`src/rtl/clk_div_pkg.sv`:
```
// Shared constants for the clock divider: default counter width, divisor
// active out of reset, and the smallest divisor a load may carry.
// No logic; imported by the divider top.
package clk_div_pkg;

  localparam int CLK_DIV_WIDTH = 8;
  localparam int CLK_DIV_RESET = 3;
  localparam int CLK_DIV_MIN   = 2;

endpackage

```
`src/rtl/clk_div_n_negff.sv`:
```
// Negedge retiming flop for the divided clock; kept on its own so it can be
// constrained separately. Latency: half an input clock period.
// No backpressure; asynchronous active-low clear.
module clk_div_n_negff (
  input  logic d,
  output logic q,
  input  logic clk,
  input  logic rst_n
);

  // Capture the posedge phase flop half a cycle later.
  always_ff @(negedge clk or negedge rst_n) begin
    if (!rst_n) q <= 1'b0;
    else        q <= d;
  end

endmodule

```
`src/rtl/clk_div_n.sv`:
```
// Divide clk_i by a runtime divisor D with 50% duty (half-cycle resolution for odd D).
// Latency: divisor loads take effect at the period boundary after capture; en_i acts at boundaries.
// No backpressure: loads are single-cycle strobes; last valid load wins. CLK_DIV_N_TICK_EN adds tick_o.
module clk_div_n
  import clk_div_pkg::*;
#(
  parameter int WIDTH     = CLK_DIV_WIDTH,
  parameter int DIV_RESET = CLK_DIV_RESET
) (
  input  logic             clk_i,
  input  logic             rst_n,
  input  logic             en_i,
  input  logic [WIDTH-1:0] div_i,
  input  logic             div_load_i,
  output logic             clk_o,
  output logic             div_busy_o,
  output logic             div_err_o
`ifdef CLK_DIV_N_TICK_EN
  ,
  output logic             tick_o
`endif
);

  localparam logic [WIDTH-1:0] ONE     = WIDTH'(1);
  localparam logic [WIDTH-1:0] MIN_DIV = WIDTH'(CLK_DIV_MIN);
  localparam logic [WIDTH-1:0] RST_DIV = WIDTH'(DIV_RESET);

  logic [WIDTH-1:0] cnt_q, cnt_d;
  logic [WIDTH-1:0] div_q, div_d;
  logic [WIDTH-1:0] pend_q, pend_d;
  logic             pend_vld_q, pend_vld_d;
  logic             err_q, err_d;
  logic             run_q, run_d;
  logic             pos_q, pos_d;
  logic             odd_q, odd_d;
  logic             shift_q, shift_d;
  logic             neg_q;

  logic [WIDTH:0]   half;
  logic [WIDTH-1:0] div_next;
  logic             at_end, boundary, load_ok, start, period_odd;

  // Period counter, run/idle control, divisor staging and output-shape select.
  always_comb begin
    cnt_d      = cnt_q;
    div_d      = div_q;
    pend_d     = pend_q;
    pend_vld_d = pend_vld_q;
    err_d      = err_q;
    run_d      = run_q;
    pos_d      = pos_q;
    odd_d      = odd_q;
    shift_d    = shift_q;

    half       = ({1'b0, div_q} + {{WIDTH{1'b0}}, 1'b1}) >> 1;
    at_end     = run_q && (cnt_q == div_q - ONE);
    boundary   = at_end || !run_q;
    load_ok    = div_load_i && (div_i >= MIN_DIV);
    div_next   = pend_vld_q ? pend_q : div_q;
    // Posedge on which pos_q rises: cnt 0 while running, or an enabled idle edge.
    start      = run_q ? (cnt_q == '0) : en_i;
    period_odd = boundary ? div_next[0] : div_q[0];

    if (run_q) begin
      pos_d = ({1'b0, cnt_q} < half);
      cnt_d = at_end ? '0 : cnt_q + ONE;
      run_d = !at_end || en_i;
    end else begin
      // An enabled idle edge is the cnt==0 edge of a fresh period.
      pos_d = en_i;
      cnt_d = en_i ? ONE : '0;
      run_d = en_i;
    end

    // Output shape changes only at a rising edge of pos_q, when pos_q and neg_q
    // are both low, so the select can never cut a phase short. After an odd
    // period an even divisor is taken from neg_q: its low phase then keeps the
    // odd half-cycle and every later phase stays exact.
    if (start) begin
      odd_d   = period_odd;
      shift_d = !period_odd && run_q && (odd_q || shift_q);
    end

    if (boundary) div_d = div_next;

    // A load coinciding with a boundary stays pending for the following one.
    if (load_ok) begin
      pend_d     = div_i;
      pend_vld_d = 1'b1;
      err_d      = 1'b0;
    end else begin
      if (div_load_i) err_d = 1'b1;
      if (boundary)   pend_vld_d = 1'b0;
    end
  end

  // Posedge state registers, cleared asynchronously.
  always_ff @(posedge clk_i or negedge rst_n) begin
    if (!rst_n) begin
      cnt_q      <= '0;
      div_q      <= RST_DIV;
      pend_q     <= '0;
      pend_vld_q <= 1'b0;
      err_q      <= 1'b0;
      run_q      <= 1'b0;
      pos_q      <= 1'b0;
      odd_q      <= 1'b0;
      shift_q    <= 1'b0;
    end else begin
      cnt_q      <= cnt_d;
      div_q      <= div_d;
      pend_q     <= pend_d;
      pend_vld_q <= pend_vld_d;
      err_q      <= err_d;
      run_q      <= run_d;
      pos_q      <= pos_d;
      odd_q      <= odd_d;
      shift_q    <= shift_d;
    end
  end

  clk_div_n_negff u_negff (
    .d     (pos_q),
    .q     (neg_q),
    .clk   (clk_i),
    .rst_n (rst_n)
  );

  assign clk_o      = odd_q ? (pos_q & neg_q) : (shift_q ? neg_q : pos_q);
  assign div_busy_o = pend_vld_q;
  assign div_err_o  = err_q;

`ifdef CLK_DIV_N_TICK_EN
  logic tick_q;

  // One-cycle pulse for the posedge on which pos_q rises.
  always_ff @(posedge clk_i or negedge rst_n) begin
    if (!rst_n) tick_q <= 1'b0;
    else        tick_q <= start;
  end

  assign tick_o = tick_q;
`endif

endmodule

```
`config.mk`:
```
export PLATFORM = sky130hd
export DESIGN_NAME = clk_div_n
export DESIGN_NICKNAME = d
export VERILOG_FILES = /design/src/rtl/clk_div_pkg.sv /design/src/rtl/clk_div_n_negff.sv /design/src/rtl/clk_div_n.sv
export SDC_FILE = /design/constraint.sdc
export NUM_CORES = 1
export LEC_CHECK = 0
export BUFFER_PORTS_ARGS = -buffer_cell sky130_fd_sc_hd__buf_4
export CORE_ASPECT_RATIO = 0.8
export CORE_MARGIN = 10
export CORE_UTILIZATION = 39
export CTS_CLUSTER_SIZE = 16
export DETAILED_ROUTE_END_ITERATION = 7
export HOLD_SLACK_MARGIN = 0.15
export SYNTH_ARGS = -nofsm -noshare
export SYNTH_HDL_FRONTEND = slang
export SYNTH_SLANG_ARGS = --single-unit
```
`constraint.sdc`:
```
create_clock -name clk_i -period 5.7 [get_ports clk_i]
set_input_delay 0.57 -clock clk_i [delete_from_list [all_inputs] [get_ports clk_i]]
set_output_delay 0.57 -clock clk_i [all_outputs]
set_load 0.01 [all_outputs]
```
==> metrics.csv <==
metric,value,unit
status,"complete, no violations",
cells on worst reg2reg path,0,
via count,1299,
GR Overflow Total,0,
post-route ant nets,0,
WS Path Type,reg -> out,
"Slew Viols, Final",0,
GR Util met1,14.5,%
RSZ-0062 raised after global routing,false,
drt drc,0,
share of post-route cells with drive strength above 1,19.1,%
number of vias per cell,5.18,
Worst path depth,3,
Reg-to-Reg Start,pos_q,
worst skew pair latency,280,ps
Critical Path AT,3900,ps
P&R area growth vs syn,12.8,%
Initial Utilization,41.7,%
leak pwr,1.00,nW
worst slew pin tran,1010,ps
CTS H-tree lvls,2,
Die H,80.7,um
die area,7730,sq um
Detailed Routing Iterations Pass 1,4,
sequential cell area fraction in the yosys report,43.3,%
peak supply drop,153,uV
"Power, Total",0.422,mW
met2 GRT Util,15.7,%
most frequent cells after synthesis,"28 x dfrtp_1, 24 x nand2_1, 14 x nor2_1",
"crit path setup slack, layout",1230,ps
Clock Sinks,31,
met3 Use GR,3.16,%
Synth Flop Type,dfrtp_1,
setup_tns,0,ps
Yosys reg bits,31,
die width,95.9,um
max-cap violation count,0,
Longest Clk Path Bufs,2,
cell taking the most area after synthesis,dfrtp_1,
initial antenna violation count,0,
Crit. Startpoint,u_negff.q,
WP buf/inv,1,
clk root buf,clkbuf_8,
ys async rst share,100,%
# diodes,0,
Hold Path Class,in -> async,
fillers,436,
most common cell in the synthesized netlist,dfrtp_1,
area share of the largest cell type after synthesis,39.0,%
Total Nets Final,216,
gpl congestion,0.850,
CTS buffer count,5,
crit-path cells,"mux2i_1, o21ai_0, buf_4",
Post-DP HPWL,2870,um
initial DRC count,64,
GRT Max-Usage Layer,met2,
Place WS,1520,ps
placed cells,243,
pwr/cell area,209,nW/um^2
CP max FO,2,
Worst Setup Start Kind,flop,
routed len/inst,15.2,um
Avg Synthesized Cell Area,10.0,sq um
CP max stage delay,400,ps
Top delay family on crit path,flip-flops,
global-route wire length before repair,6520,um
I/O pins,15,
CP Capture Type,output pin,
core box area,4310,sq um
clock-pin slew on the worst setup and hold paths,60,ps
CTS tree,built,
Site Rows,21,
post-CTS setup buffers,0,
Clock Skew,11.0,ps
WP data required,5130,ps
area of the multi-input gates,941,sq um
post-cts resize count,0,
main area contributors after synthesis,"dfrtp_1 39%, ha_1 7.7%, xor2_1 6.3%",
Total Wirelength,3830,um
largest net degree at the start of global routing,32,
Ys Warns,0,
synth unique cells,39,
number of synthesized flops with an enable pin,0,
GR Util All Layers,10.7,%
Final Hold Vio Count,0,
hold-fix buffers at CTS,0,
Syn Nets,202,
Syn Std Cell Area,1800,sq um
Slew Limit Headroom,32.0,%
"Slowest-stage cell, CP",dfrtn_1,
FF+latch area,778,sq um
final std cells w/o fill,251,
final setup fails,0,
vias in the first global route,1374,
Cells after Synth,179,
worst hold slack,223,ps
IO buf count,14,
==> flip-flops by register name, indices dropped and copies added (netlist names) <==
signal / count
u_negff.q: 1
div_err_o: 1
div_busy_o: 1
pend_q: 8
cnt_q: 8
odd_q: 1
pos_q: 1
div_q: 8
shift_q: 1
run_q: 1
==> area by class of cell <==
| class | instances | area share (%) |
|---|---|---|
| clock buffers | 7 | 4.26 |
| clock inverters | 1 | 0.247 |
| inverters | 10 | 1.85 |
| multi-input cells | 131 | 46.5 |
| flip-flops and latches | 31 | 38.4 |
| well taps | 57 | 3.52 |
| repair buffers | 14 | 5.19 |
==> cells by family (layout without fill, tap and decap cells) <==
group	after synthesis	count (layout)	share of synthesized area (%)
multiplexers	11	11	7.04
AND/OR/NAND/NOR	67	67	17.9
buffers and inverters	17	32	4.25
AO/OA/AOI/OAI	21	21	9.55
flip-flops	31	31	43.3
XOR/XNOR	21	21	10.2
adder cells (fa/ha/maj)	11	11	7.67
==> cell usage in the layout (no fill, tap or decap), drive strengths merged, types with 3 or more instances in the layout <==
| cell type | Yosys | final |
|---|---|---|
| xor2 | 13 | 13 |
| xnor2 | 8 | 8 |
| o21ai | 4 | 4 |
| mux2 | 10 | 10 |
| ha | 11 | 11 |
| a21o | 4 | 4 |
| nand2 | 25 | 25 |
| nand3 | 10 | 10 |
| buf | 4 | 14 |
| inv | 10 | 10 |
| nand2b | 3 | 3 |
| and3 | 4 | 4 |
| clkbuf | 3 | 7 |
| nand4 | 3 | 3 |
| dfrtp | 28 | 28 |
| nor2 | 14 | 14 |
==> where the power goes <==
part           internal (mW)  total, mW  switching [mW]  leakage (nW)
sequential             0.226      0.229         0.00282         0.379
clock                 0.0972      0.173          0.0757        0.0482
combinational        0.00898     0.0207          0.0118         0.573
==> worst paths after layout <==
check,to,slack [ps]
worst max register to register,u_negff.q,2310
max in group asynchronous,u_negff.q,2440
worst min-delay path,div_err_o,220
worst min register to register,pend_q[5],470
worst max-delay path,clk_o,1230
min in group clk_i,pend_q[5],470
==> per-stage QoR <==
stage	area, sq um	utilization, %
global route	2020	47.0
CTS	2020	47.0
floorplan	1800	-
detailed placement	1930	44.9
finish	2020	47.0
global placement	1930	44.9
==> per-layer routing <==
layer / vias to the layer above / share of wire [%]
li1: 643 / -
met5: - / 0
met3: 5 / 2.9
met4: 0 / 0.81
met1: 639 / 50
met2: 12 / 46
Note: power is estimated with default switching activity, not from simulation.
